## config.mk

```make
export PLATFORM = sky130hd
export DESIGN_NAME = simple_proc_ctrl
export DESIGN_NICKNAME = d
export VERILOG_FILES = /design/src/rtl/simple_proc_ctrl.sv
export SDC_FILE = /design/constraint.sdc
export NUM_CORES = 1
export LEC_CHECK = 0
export ABC_AREA = 1
export BUFFER_PORTS_ARGS = -buffer_cell sky130_fd_sc_hd__buf_4
export CORE_ASPECT_RATIO = 1.5
export CORE_UTILIZATION = 25
export CTS_CLUSTER_SIZE = 14
export DETAILED_ROUTE_END_ITERATION = 16
export GPL_ROUTABILITY_DRIVEN = 0
export GPL_TIMING_DRIVEN = 1
export PLACE_DENSITY_LB_ADDON = 0.08
export SLEW_MARGIN = 0
export SYNTH_ARGS = -nofsm -noshare
export SYNTH_HDL_FRONTEND = slang
export SYNTH_SLANG_ARGS = --single-unit
```

## constraint.sdc

```tcl
create_clock -name clk -period 1.57 [get_ports clk]
set_input_delay 0.314 -clock clk [delete_from_list [all_inputs] [get_ports clk]]
set_output_delay 0.314 -clock clk [all_outputs]
set_load 0.01 [all_outputs]
```

## src/rtl/simple_proc_ctrl.sv

```systemverilog
// rtl/simple_proc_ctrl.sv - three-state single-issue sequencer with 8x16 register file and condition-code evaluation
module simple_proc_ctrl (
    input  logic        clk,
    input  logic        rst_n,
    input  logic        instr_valid,
    output logic        instr_ready,
    input  logic [23:0] instr,
    output logic [3:0]  alu_opcode,
    output logic [15:0] alu_operand_1,
    output logic [15:0] alu_operand_2,
    output logic [6:0]  alu_imm,
    output logic        alu_cond_success,
    input  logic [15:0] alu_result,
    input  logic        alu_n,
    input  logic        alu_z,
    input  logic        alu_c,
    input  logic        alu_v,
    output logic        retire_valid,
    output logic        retire_executed,
    output logic [15:0] retire_data,
    input  logic [2:0]  dbg_addr,
    output logic [15:0] dbg_data
);

    typedef enum logic [1:0] {IDLE, EXEC, WB} state_t;

    state_t      state;
    state_t      state_next;
    logic [23:0] ir;
    logic        cond_ok;
    logic [15:0] rf [8];
    logic        cond_pass;
    logic        rf_we;

    logic [3:0] ir_cond;
    logic [3:0] ir_op;
    logic [2:0] ir_rd;
    logic [2:0] ir_rn;
    logic [2:0] ir_rm;
    logic       op_writes;

    assign ir_cond = ir[23:20];
    assign ir_op   = ir[19:16];
    assign ir_rd   = ir[15:13];
    assign ir_rn   = ir[12:10];
    assign ir_rm   = ir[9:7];

    // CMP (1011) and 1101..1111 only affect flags or do nothing
    assign op_writes = (ir_op <= 4'd10) || (ir_op == 4'd12);

    assign alu_operand_1 = rf[ir_rn];
    assign alu_operand_2 = rf[ir_rm];
    assign alu_imm       = ir[6:0];
    assign dbg_data      = rf[dbg_addr];

    always_comb begin
        cond_pass = 1'b0;
        case (ir_cond)
            4'h0: cond_pass = alu_z;
            4'h1: cond_pass = !alu_z;
            4'h2: cond_pass = alu_c;
            4'h3: cond_pass = !alu_c;
            4'h4: cond_pass = alu_n;
            4'h5: cond_pass = !alu_n;
            4'h6: cond_pass = alu_v;
            4'h7: cond_pass = !alu_v;
            4'h8: cond_pass = alu_c && !alu_z;
            4'h9: cond_pass = !alu_c || alu_z;
            4'hA: cond_pass = (alu_n == alu_v);
            4'hB: cond_pass = (alu_n != alu_v);
            4'hC: cond_pass = !alu_z && (alu_n == alu_v);
            4'hD: cond_pass = alu_z || (alu_n != alu_v);
            4'hE: cond_pass = 1'b1;
            default: cond_pass = 1'b0;
        endcase
    end

    always_comb begin
        state_next       = state;
        instr_ready      = 1'b0;
        alu_opcode       = 4'hF;
        alu_cond_success = 1'b0;
        retire_valid     = 1'b0;
        retire_executed  = 1'b0;
        retire_data      = 16'h0000;
        rf_we            = 1'b0;
        case (state)
            IDLE: begin
                instr_ready = 1'b1;
                if (instr_valid) state_next = EXEC;
            end
            EXEC: begin
                alu_opcode       = ir_op;
                alu_cond_success = cond_pass;
                state_next       = WB;
            end
            WB: begin
                rf_we           = cond_ok && op_writes;
                retire_valid    = 1'b1;
                retire_executed = cond_ok;
                retire_data     = rf_we ? alu_result : 16'h0000;
                state_next      = IDLE;
            end
            default: state_next = IDLE;
        endcase
    end

    always_ff @(posedge clk or negedge rst_n) begin
        if (!rst_n) begin
            state   <= IDLE;
            ir      <= 24'h000000;
            cond_ok <= 1'b0;
        end else begin
            state <= state_next;
            if (state == IDLE && instr_valid) ir <= instr;
            if (state == EXEC) cond_ok <= cond_pass;
        end
    end

    // Reset clears the whole file so an interrupted write never lands
    always_ff @(posedge clk or negedge rst_n) begin
        if (!rst_n) begin
            for (int i = 0; i < 8; i++) rf[i] <= 16'h0000;
        end else if (rf_we) begin
            rf[ir_rd] <= alu_result;
        end
    end

endmodule

```

==> After elaboration in Yosys (flattened, before gate mapping) <==
Index checks and enable logic that the tools add are counted.
W data, S select, Z words.
{ "word_totals": {"ff_bits": 155, "word_cells": 78, "output_inout_bits": 79, "inputBits": 50} }
{ "op_classes": {"reduce_logical": 14, "magnitude_cmp": 6, "bitwise": 4, "n_eq_ne": 20, "n_mux": 23} }
{ "ops": {"columns": ["cell", "n"], "rows": [
  ["$bmux W16 S3", 3],
  ["$mux W16", 9],
  ["$bwmux W128", 1],
  ["$demux W16 S3", 1],
  ["$eq A4 B4 Y1 const B", 8],
  ["$eq A4 B3 Y1 const B", 4],
  ["$ge A4 B4 Y1 const B", 4],
  ["$not A3 Y4", 4],
  ["$pmux W1 S15", 1],
  ["$eq A4 B2 Y1 const B", 2],
  ["$logic_and A1 B1 Y1", 5],
  ["$mux W1", 5],
  ["$eq A4 B1 Y1 const B", 1],
  ["$le A4 B4 Y1 const B", 1],
  ["$logic_not A1 Y1", 4],
  ["$logic_not A4 Y1", 1],
  ["$lt A4 B1 Y1 const B", 1],
  ["$mux W4", 1],
  ["$pmux W2 S2", 1],
  ["$logic_or A1 B1 Y1", 3],
  ["$eq A2 B1 Y1 const B", 1],
  ["$eq A2 B2 Y1 const B", 1],
  ["$logic_not A2 Y1", 1],
  ["$mux W2", 1],
  ["3 further kinds", 3]
]} }

==> Logic depth before layout (Yosys ltp) <==
{ "depth": {"depth_word": 6, "ltp_mapped": 10} }

==> Worst setup path before layout <==
Ideal clock, no wire load.
{ "synth_timing": {"path_kind": "reg-to-output", "from": "register ir[10]", "to": "output port alu_operand_1[10]", "arrival_time_ns": 1.276, "path_slack_ns": -0.020, "stages_incl_launch_ff": 7, "n_path_buf": 1, "cell_sequence": "dfrtp_1 clkinv_1 buf_1 nor2_1 o21ai_0 nor2_1 a31oi_1"} }
{ "synth_between": {"elab_chain_cells": 4} }
{ "synth_rtl": {"columns": ["element", "line", "text"], "rows": [
  ["start: declaration", "29", "logic [23:0] ir;"],
  ["start signal: assignment", "115", "if (state == IDLE && instr_valid) ir <= instr;"],
  ["$not A3 Y4 (not written as such)", "51", "assign alu_operand_1 = rf[ir_rn];"],
  ["$bmux W16 S3", "51", null],
  ["$mux W16 (not written as such) (2 in series)", "51", null],
  ["end: declaration", "9", "output logic [15:0] alu_operand_1,"]
]} }
Every way passes these cells. The select of a mux whose other input is x is not followed.

==> Worst setup path after layout <==
{ "layout_timing": {"from": "register ir[7]", "to": "output port alu_operand_2[7]"} }
{ "layout_between": {"elab_chain_cells": 4} }
{ "layout_rtl": {"columns": ["element", "line", "text"], "rows": [
  ["$not A3 Y4 (not written as such)", "52", "assign alu_operand_2 = rf[ir_rm];"],
  ["$bmux W16 S3", "52", null],
  ["$mux W16 (not written as such) (2 in series)", "52", null],
  ["end: declaration", "10", "output logic [15:0] alu_operand_2,"]
]} }
Every way passes these cells. The select of a mux whose other input is x is not followed.

==> metrics.cfg <==
[timing]
setup_viol = 199
fin_skew_ns = 0.0116
setup_slack_ns = -0.775
fmax_mhz = 426
worst-slew-pin-transition_ns = 0.458
rsz0062_at_grt = yes
hold_slack_ns = 0.0546
slew_violations = 0
final.setup.tns_ns = -66.69
max-slew-margin-rel_pct = 69.4
period_needed_ns = 2.35
period_share_pct = 149
hold_viol_final = 0

[floorplan]
die_area_mm2 = 0.0384
io_pins = 129
core_mm2 = 0.0369
die-width_um = 160
rows = 86
start_util_pct = 25.5
fp.dieH_um = 240

[cts]
cts.sinks = 155
cts_tree = done
clk_latency_ns = 0.45
cts_buffers = 17
clk_path_buf_depth = 2
clk_pin_slew_worst_paths_ns = 0.07
clockRootBuffer = clkbuf_16
htreeDepth = 4

[worst_setup_path]
reg2reg_slack_ns = -0.27
cp.arrival_ns = 2.03
cp_top_family = flip-flops
r2r_start = ir[16]
cpMaxStageDelayCell = dfrtp_4
worstPathRequired_ns = 1.26
startpoint_type = flip-flop
end_kind = primary output
path_cells = buf_12, a21oi_1, o21ai_1, o21ai_1, buf_4, nor2_1, a31oi_1, buf_4
cp_max_fo = 7
worstSetupPathType = flip-flop to primary output
crit_buf_inv = 3
cp-startpoint = ir[7]
critical-path-max-stage-delay_ns = 0.57

[power]
ir_drop_uv = 562
powerDensity_mw_per_mm2 = 1610
power_leakage_uw = 0.00639

[grt]
grt_overflow = 0
use_met2_pct = 33.8
busiest_layer = met2
grt_pass1_wl_mm = 57.7
grt.met3_usage_pct = 2.53
grt_antenna_before_repair = 0
grt_use_total_pct = 20.1
grt_start_max_net_pins = 48
met1_usage_pct = 26.1
grt_pass1_vias = 9500

[layout]
area_growth_pct = 50.6
drive_gt1_share_pct = 37.0
final_cell_mix = o21ai_1, nand2_1, buf_4
fillerInstances = 3822
fin_nets = 1565
final_common_cell = o21ai_1

[synthesis]
ys_seq_area_share_pct = 41.2
mappedNetlistArea_mm2 = 0.00940
synth_compound_area_share_pct = 31.0
synth-simple-area-share_pct = 17.2
synthTopCellsByArea = dfrtp_1, o21ai_0, nand2_1
syn_area_per_cell_um2 = 7.28
synth_mux_area_share_pct = 0
synth_area_leader_cell = dfrtp_1
synth_cell_types = 25
synth-seq-cells = 155
synthAdderAreaFrac_pct = 0
synth_warnings = 0
postSynthCellCount = 1291
synth_top_family_by_area = compound AO/OA/AOI/OAI gates
synth_xor_area_share_pct = 0
synth_nets = 1341
synthDominantCellAreaShare_pct = 41.2

[detailed_routing]
drt_pass1_iterations = 5
ant_nets = 0
drt_wl_total_mm = 40.4
vias = 9956
via_per_inst = 4.95
wire_per_inst_um = 20.1
drcViolationCount = 0
drtIter0Drc = 606

[placement]
numPortBuffers = 128
dp_hpwl_mm = 26.9

[worst_hold_path]
hold_start = instr[1]
hp-class = input pin to flip-flop

[outcome]
violations = negative setup slack
outcome = finished, violations left

[flow_run]
drv_cap = 0

Yosys cell counts:
cell,number
a21oi_1,97
buf_1,18
nand3b_1,1
dfrtp_1,155
buf_4,7
o21ai_2,19
nand2_1,252
o211ai_1,49
inv_1,91
clkbuf_1,45
buf_6,24
clkinv_1,2
or2_2,1
o21ai_1,114
nor2_2,1
buf_2,13
inv_12,1
a21boi_0,1
nor2_1,128
inv_2,1
nand3_1,10
nand2_4,9
nor2_8,1
a31oi_1,48
o21ai_0,203
per-stage QoR:
step / total power (uW) / setup WS (ns) / area, um^2 / util, % / std cells
2_1_floorplan: 12100 / 0.0158 / 9410 / - / 1291
3_3_place_gp: 16300 / -0.398 / 11900 / 32.4 / 1939
3_5_place_dp: 16400 / -0.424 / 11900 / 32.4 / 1939
4_1_cts: 21500 / -0.746 / 13200 / 35.7 / 1993
5_1_grt: 24300 / -0.880 / 14200 / 38.4 / 2011
6_report: 22700 / -0.775 / 14200 / 38.4 / 2012
final timing paths:
kind / endpoint / depth (start not counted)
setup / recovery: alu_operand_2[7] / 8
min in group asynchronous: rf[120] / 2
max in group asynchronous: rf[65] / 3
setup reg to reg: rf[53] / 9
hold / removal: ir[1] / 3
hold reg to reg: ir[3] / 2
sequential cells by signal (all words and copies together) (netlist names):
| name | cells |
|---|---|
| rf | 128 |
| ir | 24 |
| state | 2 |
| cond_ok | 1 |
cell type report:
cell class | instances | area, um^2 | share of cell area (%)
inverter | 95 | 392 | 2.76
tap | 484 | 606 | 4.27
clock inverter | 7 | 65.1 | 0.459
clock buffer | 24 | 502 | 3.54
antenna | 1 | 2.50 | 0.0177
sequential | 155 | 3900 | 27.5
multi-input combinational | 934 | 5240 | 37.0
timing repair buffer | 312 | 3460 | 24.5
cell families after synthesis:
| family | after synthesis |
|---|---|
| simple gates | 403 |
| flops | 155 |
| compound gates | 531 |
| buf+inv | 202 |
where the power goes:
part | switching (uW) | leakage [uW] | internal [uW] | total (uW)
clock network | 1740 | 0.000278 | 2370 | 4110
registers | 1790 | 0.00164 | 5700 | 7490
logic | 5930 | 0.00447 | 5210 | 11100
total | 9470 | 0.00639 | 13300 | 22700
worst min-delay path: cells and delay by family:
kind / cells / cell delay [ns]
buffers and inverters: 1 / 0.07
and+or+nand+nor: 2 / 0.08
routing by layer:
metal | up-vias | routed length (um)
met5 | - | 0
met4 | 0 | 1150
met3 | 55 | 1380
met2 | 237 | 20000
met1 | 4837 | 17900
li1 | 4827 | -
repair_timing:
action / 4_1_cts / 5_1_grt
gates resized for setup: 193 / 226
setup buffers: 21 / 12
hold buffers: 1 / 0
setup endpoints to repair: 71 / 201
pin swaps: 36 / 81
cloned: 3 / 16
hold endpoints to repair: 25 / 0
Power figures use the tool's default switching activity.
